==> config.mk <==
export PLATFORM = sky130hd
export DESIGN_NAME = uart_rx_ctrl
export DESIGN_NICKNAME = d
export VERILOG_FILES = /design/src/rtl/uart_pkg.sv /design/src/rtl/uart_sync_fifo.sv /design/src/rtl/uart_rx_ctrl.sv
export SDC_FILE = /design/constraint.sdc
export NUM_CORES = 1
export LEC_CHECK = 0
export BUFFER_PORTS_ARGS = -buffer_cell sky130_fd_sc_hd__buf_2
export CAP_MARGIN = 20
export CORE_AREA = 2 2 144 146
export DETAILED_ROUTE_END_ITERATION = 7
export DIE_AREA = 0 0 146 148
export GPL_TIMING_DRIVEN = 0
export SLEW_MARGIN = 5
export SYNTH_ARGS = -nofsm -noshare
export SYNTH_HDL_FRONTEND = slang
export SYNTH_SLANG_ARGS = --single-unit
export TNS_END_PERCENT = 10
==> constraint.sdc <==
create_clock -name clock -period 4.4 [get_ports clock]
set_input_delay 0.44 -clock clock [delete_from_list [all_inputs] [get_ports clock]]
set_output_delay 0.44 -clock clock [all_outputs]
set_load 0.005 [all_outputs]
==> src/rtl/uart_pkg.sv <==
// Shared definitions for the UART receive path: controller states, receive
// buffer entry layout and line-control field positions.
package uart_pkg;

  typedef enum logic [1:0] {
    OFF  = 2'd0,
    RUN  = 2'd1,
    HOLD = 2'd2
  } rx_state_e;

  localparam int ENTRY_W  = 11;
  localparam int DATA_LSB = 0;
  localparam int PERR_BIT = 8;
  localparam int FERR_BIT = 9;
  localparam int BERR_BIT = 10;

  // Line-control register fields, same layout the engine decodes
  localparam int LCR_WLS_LSB = 0;
  localparam int LCR_WLS_W   = 2;
  localparam int LCR_STB_BIT = 2;
  localparam int LCR_PEN_BIT = 3;
  localparam int LCR_EPS_BIT = 4;
  localparam int LCR_SPS_BIT = 5;

  function automatic logic [ENTRY_W-1:0] pack_entry(input logic       berr,
                                                    input logic       ferr,
                                                    input logic       perr,
                                                    input logic [7:0] data);
    logic [ENTRY_W-1:0] e;
    e                       = '0;
    e[BERR_BIT]             = berr;
    e[FERR_BIT]             = ferr;
    e[PERR_BIT]             = perr;
    e[DATA_LSB +: 8]        = data;
    return e;
  endfunction

endpackage

==> src/rtl/uart_sync_fifo.sv <==
// Single-clock FIFO with registered storage and wrap-bit pointers; the head
// entry is read straight out of the array.
module uart_sync_fifo #(
  parameter  int DEPTH = 8,
  parameter  int W     = 11,
  localparam int AW    = $clog2(DEPTH)
) (
  input  logic          clk_i,
  input  logic          rst_ni,
  input  logic          push_i,
  input  logic          pop_i,
  input  logic [W-1:0]  wdata_i,
  output logic [W-1:0]  rdata_o,
  output logic [AW:0]   level_o,
  output logic          full_o,
  output logic          empty_o
);

  logic [W-1:0] mem_q [DEPTH];
  logic [AW:0]  wptr_q, wptr_d;
  logic [AW:0]  rptr_q, rptr_d;
  logic         wr, rd;

  assign level_o = wptr_q - rptr_q;
  assign full_o  = (level_o == (AW+1)'(DEPTH));
  assign empty_o = (level_o == '0);

  // A push into a full FIFO is only accepted when the head leaves this cycle
  assign rd = pop_i & ~empty_o;
  assign wr = push_i & (~full_o | rd);

  assign wptr_d  = wptr_q + (AW+1)'(wr);
  assign rptr_d  = rptr_q + (AW+1)'(rd);
  assign rdata_o = mem_q[rptr_q[AW-1:0]];

  always_ff @(posedge clk_i or negedge rst_ni) begin
    if (!rst_ni) begin
      wptr_q <= '0;
      rptr_q <= '0;
    end else begin
      wptr_q <= wptr_d;
      rptr_q <= rptr_d;
    end
  end

  always_ff @(posedge clk_i) begin
    if (wr) mem_q[wptr_q[AW-1:0]] <= wdata_i;
  end

endmodule

==> src/rtl/uart_rx_ctrl.sv <==
// UART receive controller: gates engine configuration changes to character
// boundaries, buffers received characters and raises overrun/watermark/timeout.
module uart_rx_ctrl
  import uart_pkg::*;
#(
  parameter int DEPTH = 8,
  parameter int AW    = $clog2(DEPTH),
  parameter int W     = 11
) (
  input  logic          clock,
  input  logic          reset_n,
  input  logic          cfg_en,
  input  logic          cfg_wr,
  input  logic [15:0]   cfg_div,
  input  logic [7:0]    cfg_lcr,
  input  logic [7:0]    cfg_tmo,
  input  logic [AW:0]   cfg_wm,
  output logic          rx_en,
  output logic [15:0]   rx_div,
  output logic [7:0]    rx_lcr,
  input  logic          rx_valid,
  input  logic [7:0]    rx_bits,
  input  logic          rx_idle,
  input  logic          rx_perr,
  input  logic          rx_ferr,
  input  logic          rx_berr,
  output logic          rd_valid,
  output logic [W-1:0]  rd_data,
  input  logic          rd_ready,
  output logic [AW:0]   level,
  output logic          overrun,
  input  logic          clr_overrun,
  output logic          ip_wm,
  output logic          ip_tmo
);

  rx_state_e   state_q, state_d;
  logic [15:0] pend_div_q, pend_div_d;
  logic [7:0]  pend_lcr_q, pend_lcr_d;
  logic        pend_flag_q, pend_flag_d;
  logic [15:0] rx_div_q, rx_div_d;
  logic [7:0]  rx_lcr_q, rx_lcr_d;
  logic        overrun_q, overrun_d;
  logic [15:0] presc_q, presc_d;
  logic [7:0]  bitcnt_q, bitcnt_d;
  logic        ip_tmo_q, ip_tmo_d;

  logic        safe, apply, clr_flag, run_c;
  logic        push, pop, full, empty, tmo_clr, bit_tick;
  logic [W-1:0] wdata;

  assign safe = rx_idle & ~rx_valid;

  always_ff @(posedge clock or negedge reset_n) begin
    if (!reset_n) state_q <= OFF;
    else          state_q <= state_d;
  end

  always_comb begin
    state_d = state_q;
    case (state_q)
      OFF:     if (cfg_en) state_d = RUN;
      RUN:     if (pend_flag_q || !cfg_en) state_d = HOLD;
      HOLD:    if (safe) state_d = cfg_en ? RUN : OFF;
      default: state_d = OFF;
    endcase
  end

  // OFF refreshes the active set at every idle point; HOLD only when a write is waiting
  always_comb begin
    run_c    = (state_q == RUN);
    apply    = safe & ((state_q == OFF) | ((state_q == HOLD) & pend_flag_q));
    clr_flag = safe & (state_q != RUN);
  end

  always_comb begin
    pend_div_d  = cfg_wr ? cfg_div : pend_div_q;
    pend_lcr_d  = cfg_wr ? cfg_lcr : pend_lcr_q;
    pend_flag_d = cfg_wr ? 1'b1 : (clr_flag ? 1'b0 : pend_flag_q);
    rx_div_d    = apply ? pend_div_q : rx_div_q;
    rx_lcr_d    = apply ? pend_lcr_q : rx_lcr_q;
  end

  always_ff @(posedge clock or negedge reset_n) begin
    if (!reset_n) begin
      pend_div_q  <= '0;
      pend_lcr_q  <= '0;
      pend_flag_q <= 1'b0;
      rx_div_q    <= '0;
      rx_lcr_q    <= '0;
    end else begin
      pend_div_q  <= pend_div_d;
      pend_lcr_q  <= pend_lcr_d;
      pend_flag_q <= pend_flag_d;
      rx_div_q    <= rx_div_d;
      rx_lcr_q    <= rx_lcr_d;
    end
  end

  assign rx_en  = run_c;
  assign rx_div = rx_div_q;
  assign rx_lcr = rx_lcr_q;

  assign push  = rx_valid;
  assign pop   = rd_valid & rd_ready;
  assign wdata = W'(pack_entry(rx_berr, rx_ferr, rx_perr, rx_bits));

  uart_sync_fifo #(.DEPTH(DEPTH), .W(W)) u_fifo (
    .clk_i   (clock),
    .rst_ni  (reset_n),
    .push_i  (push),
    .pop_i   (pop),
    .wdata_i (wdata),
    .rdata_o (rd_data),
    .level_o (level),
    .full_o  (full),
    .empty_o (empty)
  );

  assign rd_valid = ~empty;
  assign ip_wm    = (level > cfg_wm);

  // Setting beats a simultaneous clear so a drop is never lost
  assign overrun_d = (push & full & ~pop) ? 1'b1 : (clr_overrun ? 1'b0 : overrun_q);
  assign overrun   = overrun_q;

  assign tmo_clr  = push | pop | empty | ~rx_idle | (cfg_tmo == 8'd0);
  assign bit_tick = (rx_div_q != 16'd0) && (presc_q == rx_div_q - 16'd1);

  always_comb begin
    presc_d  = presc_q;
    bitcnt_d = bitcnt_q;
    ip_tmo_d = ip_tmo_q;
    if (tmo_clr) begin
      presc_d  = '0;
      bitcnt_d = '0;
      ip_tmo_d = 1'b0;
    end else if (rx_div_q != 16'd0) begin
      if (bit_tick) begin
        presc_d = '0;
        if (bitcnt_q != 8'hFF) bitcnt_d = bitcnt_q + 8'd1;
        if (({1'b0, bitcnt_q} + 9'd1) >= {1'b0, cfg_tmo}) ip_tmo_d = 1'b1;
      end else begin
        presc_d = presc_q + 16'd1;
      end
    end
  end

  always_ff @(posedge clock or negedge reset_n) begin
    if (!reset_n) begin
      overrun_q <= 1'b0;
      presc_q   <= '0;
      bitcnt_q  <= '0;
      ip_tmo_q  <= 1'b0;
    end else begin
      overrun_q <= overrun_d;
      presc_q   <= presc_d;
      bitcnt_q  <= bitcnt_d;
      ip_tmo_q  <= ip_tmo_d;
    end
  end

  assign ip_tmo = ip_tmo_q;

endmodule
### Yosys cells after proc, flatten, opt, wreduce, memory -nomap -nowiden

Memory sizes are Yosys's and may differ from the RTL's.
Cells that the tools add are included.

* add/sub/neg operators: 7
* $mul: 0
* div/mod/pow operators: 0
* order comparisons: 2
* eq/ne operators: 9
* shifts and indexed selects: 0
* muxes and demuxes: 22
* bitwise operators: 20
* reductions and logical operators: 16

Operators with widths (number)
* 16-bit two-way mux: 3
* 8-bit two-way mux: 4
* 16-bit by 1-bit adder with 16-bit output (second input constant): 1
* 16-bit equality test: 1
* 16-bit nonzero test: 1
* 16-bit by 1-bit subtractor with 16-bit output (second input constant): 1
* 2-bit nonzero test: 6
* 1-bit two-way mux: 11
* 8-bit by 1-bit adder with 9-bit output (second input constant): 1
* 1-bit AND: 9
* 9-bit by 8-bit greater-or-equal comparator with 1-bit output: 1
* 3-bit AND reduction: 3
* 4-bit by 1-bit adder with 4-bit output: 2
* 8-bit by 1-bit adder with 8-bit output (second input constant): 1
* 8-bit zero test: 1
* 8-bit inequality test (second input constant): 1
* 2-bit two-way mux: 3
* 1-bit OR: 6
* 2-bit one-hot mux with 3 select lines: 1
* 1-bit inverter: 5
* 4-bit equality test (second input constant): 1
* 4-bit > comparator: 1
* 4-bit zero test: 1
* 2-bit by 1-bit inequality test with 1-bit output (second input constant): 2
* 8 further kinds: 9

* register bits after elaboration: 85
* latch bits: 0
* memory bits (writable): 88
* memory bits (read-only): 0
* input bits: 55
* output and inout bits: 44
* logic and storage cells: 89
* memories: 1

Memory list
* u_fifo.mem_q: words 8, width 11, read ports 1, clocked after memory_dff 0, write ports 1, line uart_sync_fifo.sv:19 `logic [W-1:0] mem_q [DEPTH];`

### Logic depth before layout (Yosys ltp)

* depth in word-level cells: 10
* gate-level depth with buffers: 13
* depth with buffers taken out: 11

### Cells and area by module

From an unflattened synthesis, not the netlist that was laid out.

* cells, all modules: 593
* area, all modules: 8094.0 µm²

By module, submodules not included
* uart_rx_ctrl: instances 1, cells each 391, area an instance 4241.6 µm², seq. area each 1926.8 µm²
* uart_sync_fifo: instances 1, cells each 202, area an instance 3852.4 µm², seq. area each 2842.7 µm²

### Worst setup path before layout

Ideal clock, no wire load.

* kind: flip-flop to flip-flop
* start: register u_fifo.rptr_q[1]
* end: memory u_fifo.mem_q[1][0] (enable)
* data arrival time: 2.933 ns
* required time: 4.007 ns
* path slack: 1.074 ns
* stages on the path, launching flop included: 12
* path buffers: 2
* clock period less this slack: 3.326 ns
* path through: dfrtp_1 clkbuf_1 clkbuf_1 inv_1 ha_1 nor2b_1 o21ai_0 a21oi_1 nor2_1 or3_1 nand3_1 nor3_1

* word-level cells in the longest chain between the ends: 9
* elaborated cells on any way between the ends: 11
* classes of those cells: 1 x add/sub; 1 x eq/ne; 2 x mux; 6 x bitwise; 1 x reduce/logical

Ends and longest elaborated chain
* from (decl): line uart_sync_fifo.sv:21 `logic [AW:0] rptr_q, rptr_d;`
* from (signal assigned): line uart_sync_fifo.sv:42 `rptr_q <= rptr_d;`
* 4-bit subtractor (*): line uart_sync_fifo.sv:24 `assign level_o = wptr_q - rptr_q;`
* 4-bit zero test: line uart_sync_fifo.sv:26 `assign empty_o = (level_o == '0);`
* 1-bit inverter: line uart_sync_fifo.sv:29, uart_rx_ctrl.sv:120
* 1-bit AND: line uart_rx_ctrl.sv:105 `assign pop = rd_valid & rd_ready;`
* 1-bit AND: line uart_sync_fifo.sv:29 `assign rd = pop_i & ~empty_o;`
* 1-bit OR (*): line uart_sync_fifo.sv:30 `assign wr = push_i & (~full_o | rd);`
* 1-bit AND (*): line uart_sync_fifo.sv:30
* 1-bit two-way mux (*): line uart_sync_fifo.sv:47 `if (wr) mem_q[wptr_q[AW-1:0]] <= wdata_i;`
* 1-bit two-way mux (not written as such) (*): line uart_sync_fifo.sv:47
* to (decl): line uart_sync_fifo.sv:19

Mark *: on every way between the ends. The rest lies on a longest branch, timed or not.

### Worst setup path in the final report

* start: register u_fifo.rptr_q[1]
* end: register presc_q[14]

* word-level cells in the longest chain between the ends: 9
* elaborated cells on any way between the ends: 10
* classes of those cells: 1 x add/sub; 1 x mux; 6 x bitwise; 2 x reduce/logical

Ends and longest elaborated chain
* 4-bit subtractor (*): line uart_sync_fifo.sv:24
* 4-bit zero test (*): line uart_sync_fifo.sv:26
* 1-bit inverter: line uart_rx_ctrl.sv:120 `assign rd_valid = ~empty;`
* 1-bit AND: line uart_rx_ctrl.sv:105
* 1-bit OR: line uart_rx_ctrl.sv:127 `assign tmo_clr = push | pop | empty | ~rx_idle | (cfg_tmo == 8'd0);`
* 1-bit OR (*) (3 in a row): line uart_rx_ctrl.sv:127
* 16-bit two-way mux / 2-bit nonzero test (equally long branches)
* to (signal assigned): line uart_rx_ctrl.sv:157 `presc_q <= presc_d;`
* to (decl): line uart_rx_ctrl.sv:44 `logic [15:0] presc_q, presc_d;`

Marks and branches as above.
A chain may end at the register's enable or synchronous reset.

==> reports/qor.yml <==
status: "completed"
die_w_um: 146
htree_levels: 4
cp-start-kind: "flop"
peakVddDrop_v: 0.0003147
antenna_left: 0
post_cts_buffers: 0
dr.pass1.iters: 6
finalCritPeriodShare_pct: 87.72
cap_violations: 0
clockRootBuffer: "clkbuf_16"
p_total_uw: 5736
clock_skew_ps: 13.97
netlist.area_leader.share_pct: 32.52
drtIter0Drc: 307
io_buffer_count: 97
fillerInstances: 1843
setup_violations: 0
area_delta_synth_final_pct: 19.60
tightest_slew_ps: 989.1
core_area_um2: 20040
synth_edf_count: 88
grt-ovfl-total: 0
setup-tns-final_ps: 0
clk_latency_ps: 430
track_usage_pct: 17.49
drc: 0
netlist_area_um2: 8125
power_leakage_uw: 0.003863
combPwrFrac_pct: 34.0
gp_congestion: 0.8539
place_hpwl_um: 13360
min_period_ps: 3860
synth_cells: 617
whs_ps: 214.0
ys_types: 55
rows: 52
swShare_pct: 34.03
wirelength_um: 18020
crit_type: "reg -> reg"
syn_avg_cell_area_um2: 13.17
worstPathRequired_ps: 4740
synth_top_cell_by_area: "edfxtp_1"
place_ws_ps: 30.52
synth_area_leaders: "edfxtp_1 (33%), dfrtp_1 (26%), mux2_2 (6.7%)"
cts_tree: "built"
antenna_cells: 0
synth_warnings: 0
power_density_nw_per_um2: 590.2
power_frac_clock_pct: 27.1
ys_seq_area_share_pct: 58.70
synth-seq-cells: 173
rr_startpoint: "u_fifo.rptr_q[1]"
fin_util_pct: 48.50
rsz0062_at_grt: "false"
r2r_slack_ps: 540
drive_gt1_share_pct: 30.03
grt_max_degree: 52
worstPathArrival_ps: 4200
grt_pass1_wl_um: 29660
hold_viol_final: 0
final_nets: 821
antenna_found_initial: 0
rr_worst_depth: 12
syn-num-nets: 695
ios: 99
p_int_uw: 3784
cts_max_path_buffers: 2
hp-start: "clr_overrun"
path_clk_slew_ps: 70
timing.rr.end: "presc_q[14]"
endpoint_kind: "flop"
vias: 5385
power.switching_uw: 1952
pwr-share-seq_pct: 38.9
maxSlewHeadroom_pct: 34.06
min_to: "overrun"
via_per_inst: 5.249
start_util_pct: 40.55
critPathMaxFanout: 10
clkSinkCount: 173
grt_pass1_vias: 5803
finalWorstSetupSlack_ps: 540.5
die_h_um: 148
hold_depth: 2
ys_async_sr_fraction_pct: 49.13
hold_path.class: "in -> reg"
fmax_ghz: 0.2591
synthFlopType: "edfxtp_1"
die_area_um2: 21610
wl_per_cell_um: 17.56
slew_violations: 0
cts_buffers: 17
==> registers in the layout, indices dropped and copies added, names as in the netlist, 2 cells and up <==
name,cells
pend_div_q,16
presc_q,16
u_fifo.wptr_q,4
u_fifo.mem_q,88
rx_lcr,8
u_fifo.rptr_q,4
pend_lcr_q,8
rx_div,16
bitcnt_q,8
state_q,2
==> cell usage in the layout, fill, tap and decap left out, drive strengths merged, types with 22 or more instances in the layout <==
cell	n
nor2	29
dfrtp	85
edfxtp	88
buf	113
nand2	57
nand3	22
ha	22
clkbuf	36
inv	37
mux2	48
mux4	22
xnor2	28
==> logic make-up after synthesis <==
kind of cell / count (synthesis) / share of synthesized area [%]
multiplexers: 73 / 13.12
XOR/XNOR: 43 / 4.635
adder cells (fa/ha/maj): 23 / 3.634
AND/OR/NAND/NOR: 184 / 11.61
buffers and inverters: 55 / 2.695
flip-flops: 173 / 58.70
AO/OA/AOI/OAI: 66 / 5.605
==> critical path, stage by stage (launching register included) <==
cell      delay, ps
dfrtp_1         400
clkbuf_1        340
clkbuf_2        390
inv_1            80
ha_1            290
nor2b_1         120
o21ai_0         210
a21oi_1         190
o31ai_4         600
nor2_1          160
clkbuf_1        250
or4_1           550
a21oi_1         180
==> how the worst max path moves through the flow <==
stage                           from            endpoint  slack (ps)  cells after the start
detailed placement  u_fifo.rptr_q[1]         presc_q[14]          30                     12
floorplan           u_fifo.rptr_q[1]  u_fifo.mem_q[1][0]        1070                     11
finish              u_fifo.rptr_q[1]         presc_q[14]         540                     12
global placement    u_fifo.rptr_q[1]  u_fifo.mem_q[0][7]        -220                     11
CTS                 u_fifo.rptr_q[1]         presc_q[14]          20                     12
global route        u_fifo.rptr_q[1]         presc_q[14]         280                     12
==> synth_stat cells, drive strengths merged (16+ instances only) <==
| cell | n |
|---|---|
| nand2 | 57 |
| edfxtp | 88 |
| nor2 | 29 |
| xnor2 | 28 |
| mux4 | 22 |
| mux2 | 48 |
| dfrtp | 85 |
| clkbuf | 19 |
| inv | 29 |
| ha | 22 |
| o21ai | 16 |
| nand3 | 22 |
==> metal layers <==
metal / share of wire [%] / vias to the layer above / track usage [%]
met4: 1.3 / 0 / 5.485
met1: 42 / 2698 / 20.29
li1: - / 2540 / -
met2: 52 / 126 / 31.60
met5: 0 / - / 0
met3: 4.9 / 21 / 4.784
==> power by group through the flow <==
| stage | registers (uW) | clock network [uW] | logic, uW |
|---|---|---|---|
| floorplan | 2210 | 0 | 1250 |
| global placement | 2250 | 0 | 1860 |
| detailed placement | 2270 | 0 | 1950 |
| CTS | 2240 | 1580 | 1970 |
| global route | 2280 | 1650 | 2180 |
| finish | 2230 | 1550 | 1950 |
==> area by class of cell <==
class                      instances  area [um2]  share of cell area, %
sequential                       173        4770                  49.08
multi-input combinational        389        3162                  32.54
timing repair buffer             107       611.8                  6.296
clock buffer                      17       425.4                  4.377
tap                              270       337.8                  3.476
clock inverter                    15       191.4                  1.970
buffer                            26       111.4                  1.146
inverter                          29       108.9                  1.120
==> metrics by stage <==
| step | instance area, um2 | instances |
|---|---|---|
| after floorplan | 8125 | 617 |
| after global placement | 8949 | 984 |
| after detailed placement | 9062 | 991 |
| after CTS | 9689 | 1024 |
| after global routing | 9718 | 1026 |
| final | 9718 | 1026 |
==> what timing repair did <==
item                                    in CTS  in global routing
hold endpoints to repair                    20                  0
gates resized for setup                      0                  3
hold buffers                                 1                  0
endpoints found under the setup margin       0                  4
(Power assumes the default switching activity.)
